<file path="src/rtl/memory_arbiter.sv">
// memory_arbiter: serialises instruction-fetch and data ports onto one synchronous RAM
module memory_arbiter #(
  parameter int ADDRESS_WIDTH = 32
) (
  input  logic                     clk,
  input  logic                     reset,
  input  logic                     fetch_request,
  input  logic [ADDRESS_WIDTH-1:0] fetch_address,
  output logic                     fetch_ready,
  output logic [31:0]              fetch_value,
  input  logic                     data_request,
  input  logic [ADDRESS_WIDTH-1:0] data_address,
  input  logic [2:0]               data_write_sections,
  input  logic [31:0]              data_write_value,
  output logic                     data_ready,
  output logic [31:0]              data_read_value,
  output logic                     ram_enable,
  output logic [ADDRESS_WIDTH-1:0] ram_address,
  output logic [2:0]               ram_write_sections,
  output logic [31:0]              ram_write_value,
  input  logic [31:0]              ram_read_value
);
  typedef enum logic {IDLE, ACCESS} state_t;
  typedef enum logic {FETCH, DATA} owner_t;
  state_t state_q, state_d;
  owner_t owner_q, owner_d;
  logic data_write_q, data_write_d;
  logic [31:0] fetch_hold_q, fetch_hold_d, data_hold_q, data_hold_d;
  logic grant_fetch, grant_data, data_read_ready;
  // grants (data wins from IDLE, the non-owner is served during the owner's ready cycle), RAM drive and port outputs
  always_comb begin
    fetch_ready = !reset && state_q == ACCESS && owner_q == FETCH;
    data_ready = !reset && state_q == ACCESS && owner_q == DATA;
    data_read_ready = data_ready && !data_write_q;
    grant_data = !reset && data_request && (state_q == IDLE || owner_q == FETCH);
    grant_fetch = !reset && fetch_request && (state_q == IDLE ? !data_request : owner_q == DATA);
    ram_enable = grant_data || grant_fetch;
    ram_address = grant_data ? data_address : grant_fetch ? fetch_address : '0;
    ram_write_sections = grant_data ? data_write_sections : 3'b0;
    ram_write_value = grant_data ? data_write_value : 32'b0;
    fetch_value = reset ? 32'b0 : fetch_ready ? ram_read_value : fetch_hold_q;
    data_read_value = reset ? 32'b0 : data_read_ready ? ram_read_value : data_hold_q;
    state_d = ram_enable ? ACCESS : IDLE;
    owner_d = grant_data ? DATA : grant_fetch ? FETCH : owner_q;
    data_write_d = grant_data ? |data_write_sections : data_write_q;
    fetch_hold_d = fetch_value;
    data_hold_d = data_read_value;
  end
  // state, owner and hold registers; reset drops any in-flight access
  always_ff @(posedge clk) begin
    if (reset) begin
      state_q <= IDLE;
      owner_q <= FETCH;
      data_write_q <= 1'b0;
      fetch_hold_q <= '0;
      data_hold_q <= '0;
    end else begin
      state_q <= state_d;
      owner_q <= owner_d;
      data_write_q <= data_write_d;
      fetch_hold_q <= fetch_hold_d;
      data_hold_q <= data_hold_d;
    end
  end
endmodule

</file>
<file path="config.mk">
export PLATFORM = sky130hd
export DESIGN_NAME = memory_arbiter
export DESIGN_NICKNAME = d
export VERILOG_FILES = /design/src/rtl/memory_arbiter.sv
export SDC_FILE = /design/constraint.sdc
export NUM_CORES = 1
export LEC_CHECK = 0
export ABC_CLOCK_PERIOD_IN_PS = 2400
export CAP_MARGIN = 20
export CORE_UTILIZATION = 30
export CTS_BUF_LIST = sky130_fd_sc_hd__clkbuf_4
export CTS_CLUSTER_SIZE = 8
export DETAILED_ROUTE_END_ITERATION = 8
export MAX_ROUTING_LAYER = met4
export PLACE_DENSITY = 0.86
export SYNTH_ARGS = -nofsm -noshare
export SYNTH_HDL_FRONTEND = slang
export SYNTH_SLANG_ARGS = --single-unit
export TNS_END_PERCENT = 1
</file>
<file path="constraint.sdc">
create_clock -name clk -period 2.4 [get_ports clk]
set_input_delay 0.72 -clock clk [delete_from_list [all_inputs] [get_ports clk]]
set_output_delay 0.72 -clock clk [all_outputs]
set_load 0.1 [all_outputs]
</file>
## After elaboration in Yosys (flattened, before gate mapping)

Index checks and enable logic that the tools add are counted.

- Add/subtract/negate cells: 0
- $mul: 0
- Reductions and logical operators: 15
- Shift-type cells: 0
- Eq/ne operators: 0
- Bitwise gates (word level): 2
- Order comparisons: 0
- Mux-type cells: 12
- Divide/modulo/power cells: 0

Operator list:

| operator | number |
|---|---|
| $mux W32 | 7 |
| $logic_and A1 B1 Y1 | 8 |
| $mux W1 | 4 |
| $logic_not A1 Y1 | 3 |
| $mux W3 | 1 |
| $reduce_or A3 Y1 | 1 |
| $logic_or A1 B1 Y1 | 2 |
| $not A1 Y1 | 2 |
| $reduce_bool A2 Y1 | 1 |

- Latch bits: 0
- Output and inout port bits: 134
- Bits in read-only memories: 0
- Register bits after elaboration: 67
- Bits in writable memories: 0
- Memories kept: 0
- Logic and storage cells: 34

## Logic depth before layout (Yosys ltp)

- Word-level depth: 6
- Depth in mapped cells: 6
- Depth with buffers taken out: 3

## Least setup slack after synthesis

OpenSTA, ideal clock, no wires.

- Kind: input port to output port
- Start point: in reset
- End point: out data_read_value[10]
- Slack: -1.350 ns
- Arrival time: 3.030 ns
- Data required time: 1.680 ns
- Stages: 6
- Path through: buf_4 nand4bb_1 clkbuf_1 clkbuf_1 nand2_1 a21oi_1

- Cells in the longest elaborated chain, start to end: 6

RTL lines:

| element | RTL line | text |
|---|---|---|
| from (decl) | 6 | `input logic reset,` |
| $logic_not A1 Y1 | 33 | `data_ready = !reset && state_q == ACCESS && owner_q == DATA;` |
| $logic_and A1 B1 Y1 (2 in series) | 33 |  |
| $logic_and A1 B1 Y1 | 34 | `data_read_ready = data_ready && !data_write_q;` |
| $mux W32 | 42 | `data_read_value = reset ? 32'b0 : data_read_ready ? ram_read_value : data_hold_q;` |
| $mux W32 (*) | 42 |  |
| to (decl) | 16 | `output logic [31:0] data_read_value,` |

Mark *: on every way between the ends. The rest lies on a longest branch, timed or not.

## Worst setup path in the final report

- Start point: in reset
- End point: out data_read_value[8]

Same word-level chain as after synthesis.

==> flow_summary.json <==
{
  "cts-buffers-inserted": 9,
  "rsz0062_at_grt": "yes",
  "initial_utilization_pct": 31.4,
  "synth_edf_count": 0,
  "vias": 4908,
  "drtAntennaViolNets": 0,
  "p_int_mw": 2.46,
  "via_per_inst": 5.59,
  "grt_start_max_net_pins": 55,
  "core_area_sq_um": 10500,
  "violations": "negative setup slack",
  "drc_errors": 0,
  "path_max_fanout": 16,
  "avgSynthCellArea_sq_um": 7.32,
  "r2r_end": "data_hold_q[21]$_SDFF_PP0_",
  "cts_tree": "yes",
  "avgRoutedWirePerCell_um": 25.9,
  "synth_flop_cell": "dfxtp_1",
  "reg2reg_depth": 6,
  "path_class": "in -> out",
  "worst_setup_path_start_kind": "input port",
  "fin_util_pct": 88.5,
  "cts.sinks": 67,
  "fin_crit_ps": 2740,
  "synth_cell_type_count": 23,
  "post-route-cell-area_sq_um": 9260,
  "clock_power_share_pct": 19.3,
  "power_density_nw_per_um2": 458,
  "grt.overflow.total": 0,
  "relSlewSlack_pct": 71.5,
  "fillers": 455,
  "min_from": "data_hold_q[13]$_SDFF_PP0_",
  "most-common-layout-cells": "buf_12 (146), clkdlybuf4s50_1 (131), nand2_1 (99)",
  "setup-violations-final": 132,
  "root_buffer": "clkbuf_4",
  "htree_levels": 3,
  "grt_pass1_wl_um": 32100,
  "port_buffers": 268,
  "grt_pass1_vias": 5350,
  "hpwl_um": 15900,
  "post-place-ws_ps": -576,
  "switchingPower_mw": 1.78,
  "p_sw_share_pct": 42.0,
  "r2r_slack_ps": 840,
  "synth.yosys.seq_area_share_pct": 40.8,
  "whs_ps": 542,
  "post-route-period-util_pct": 114,
  "antenna_found_initial": 1,
  "fin_nets": 873,
  "ys_seq_elements": 67,
  "cp.required_ps": 1680,
  "gp_congestion": 0.955,
  "drv_slew": 0,
  "drv_cap": 0,
  "netlist.area_leader.share_pct": 40.8,
  "clock_latency_ps": 410,
  "syn_nets": 584,
  "hp-class": "reg -> reg",
  "synth_warnings": 0,
  "drt_first_pass_iters": 5,
  "ir_worst_vdd_uv": 329,
  "boundaryPins": 269,
  "hold_viol_final": 0,
  "endpoint_kind": "output pin",
  "outcome": "complete, but fails checks",
  "skew_ps": 23.5,
  "die_h_um": 107,
  "track_usage_pct": 39.7,
  "synth_top_area_cell": "dfxtp_1",
  "synthCells": 449,
  "drt-initial-drc-count": 318,
  "hold_end": "data_hold_q[13]$_SDFF_PP0_",
  "die_area_sq_um": 11400,
  "fmax_mhz": 365,
  "power_frac_comb_pct": 52.9,
  "power_frac_seq_pct": 27.8,
  "syn2layout_area_growth_pct": 182,
  "clk_pin_slew_worst_paths_ps": 110,
  "total_power_mw": 4.24,
  "cts_buffer_depth": 2,
  "fp.dieW_um": 107,
  "final_common_cell": "buf_12",
  "drive_above_1_share_pct": 49.7,
  "r2r-start": "owner_q$_SDFFE_PP0P_",
  "placed_area_sq_um": 8480,
  "fin_ws_ps": -339,
  "p_leak_nw": 3.42,
  "syn_area_sq_um": 3290,
  "routed_wl_um": 22800,
  "arrival_ps": 2020,
  "async_flop_share_pct": 0,
  "holdBufCountCts": 0,
  "hold_depth": 2,
  "fp-row-count": 37,
  "worst_pin_slew_ps": 428,
  "ys_top_cells_by_area": "dfxtp_1 (41%), a21oi_1 (20%), nand2_1 (15%), a22o_1 (8.5%), and2_1 (6.7%)"
}
## power by group through the flow
stage,clock network (mW),logic (mW),registers (mW)
CTS,0.816,2.19,1.18
floorplan,0,1.18,1.20
global route,0.879,2.29,1.18
global placement,0,2.02,1.20
finish,0.819,2.24,1.18
detailed placement,0,2.06,1.20
## how the worst max path moves through the flow
stage                       from                   to  slack, ps  cells past startpoint
finish                     reset   data_read_value[8]       -340                      7
global route               reset   data_read_value[8]       -370                      7
CTS                        reset  data_read_value[30]       -300                      6
detailed placement  data_request      ram_address[22]       -580                      6
global placement    data_request      ram_address[24]       -570                      6
floorplan                  reset  data_read_value[10]       -430                      6
## cells by family after synthesis
kind of cell,after synthesis,share of synthesized area [%]
and+or+nand+nor,177,24.5
AOI/OAI and AO/OA,163,28.7
DFF,67,40.8
buffers and inverters,42,5.94
## what timing repair did
item / CTS / global route
buffers inserted: 9 / 4
gates resized for setup: 77 / 38
setup endpoints to repair: 132 / 132
pin swaps: 11 / 41
cloned: 3 / 3
## registers in the layout, summed over array words and instances, names as in the netlist
signal	flops
data_hold_q	32
data_write_q	1
state_q	1
fetch_hold_q	32
owner_q	1
## worst max-delay path, cell delays in order
cell,delay (ps)
clkbuf_16,140
nor4bb_4,250
buf_4,190
clkbuf_16,210
nand2_1,130
a21oi_4,180
buf_12,190
## cell usage after synthesis (2+ instances only)
master,count
nand2b_1,2
and2_1,35
nand2_1,129
nor2b_1,2
buf_2,8
or2_2,2
dfxtp_1,67
a22o_1,32
clkbuf_1,27
a21oi_1,129
nor2_1,2
buf_6,3
## metal layers
layer  track usage, %  part of all wire [%]
met1             36.9                    32
met2             72.0                    53
met3             9.60                   6.9
met4             27.2                   8.4
met5                -                     0
## through the flow
stage                     instances  TNS, ps
after global routing            878   -40610
after floorplan                 449   -44410
after CTS                       874   -27780
after detailed placement        848   -44230
final                           878   -33760
after global placement          848   -42030
## final cells by class
cell class                 instances  area, sq um  share of cell area, %
clock buffer                      10         75.1                  0.810
timing repair buffer             319         4640                   50.1
sequential                        67         1350                   14.6
inverter                           1         3.75                 0.0405
tap                              136          170                   1.84
antenna                            1         2.50                 0.0270
clock inverter                     4         67.6                  0.729
multi-input combinational        340         2960                   31.9
Note: power is estimated with default switching activity, not from simulation.
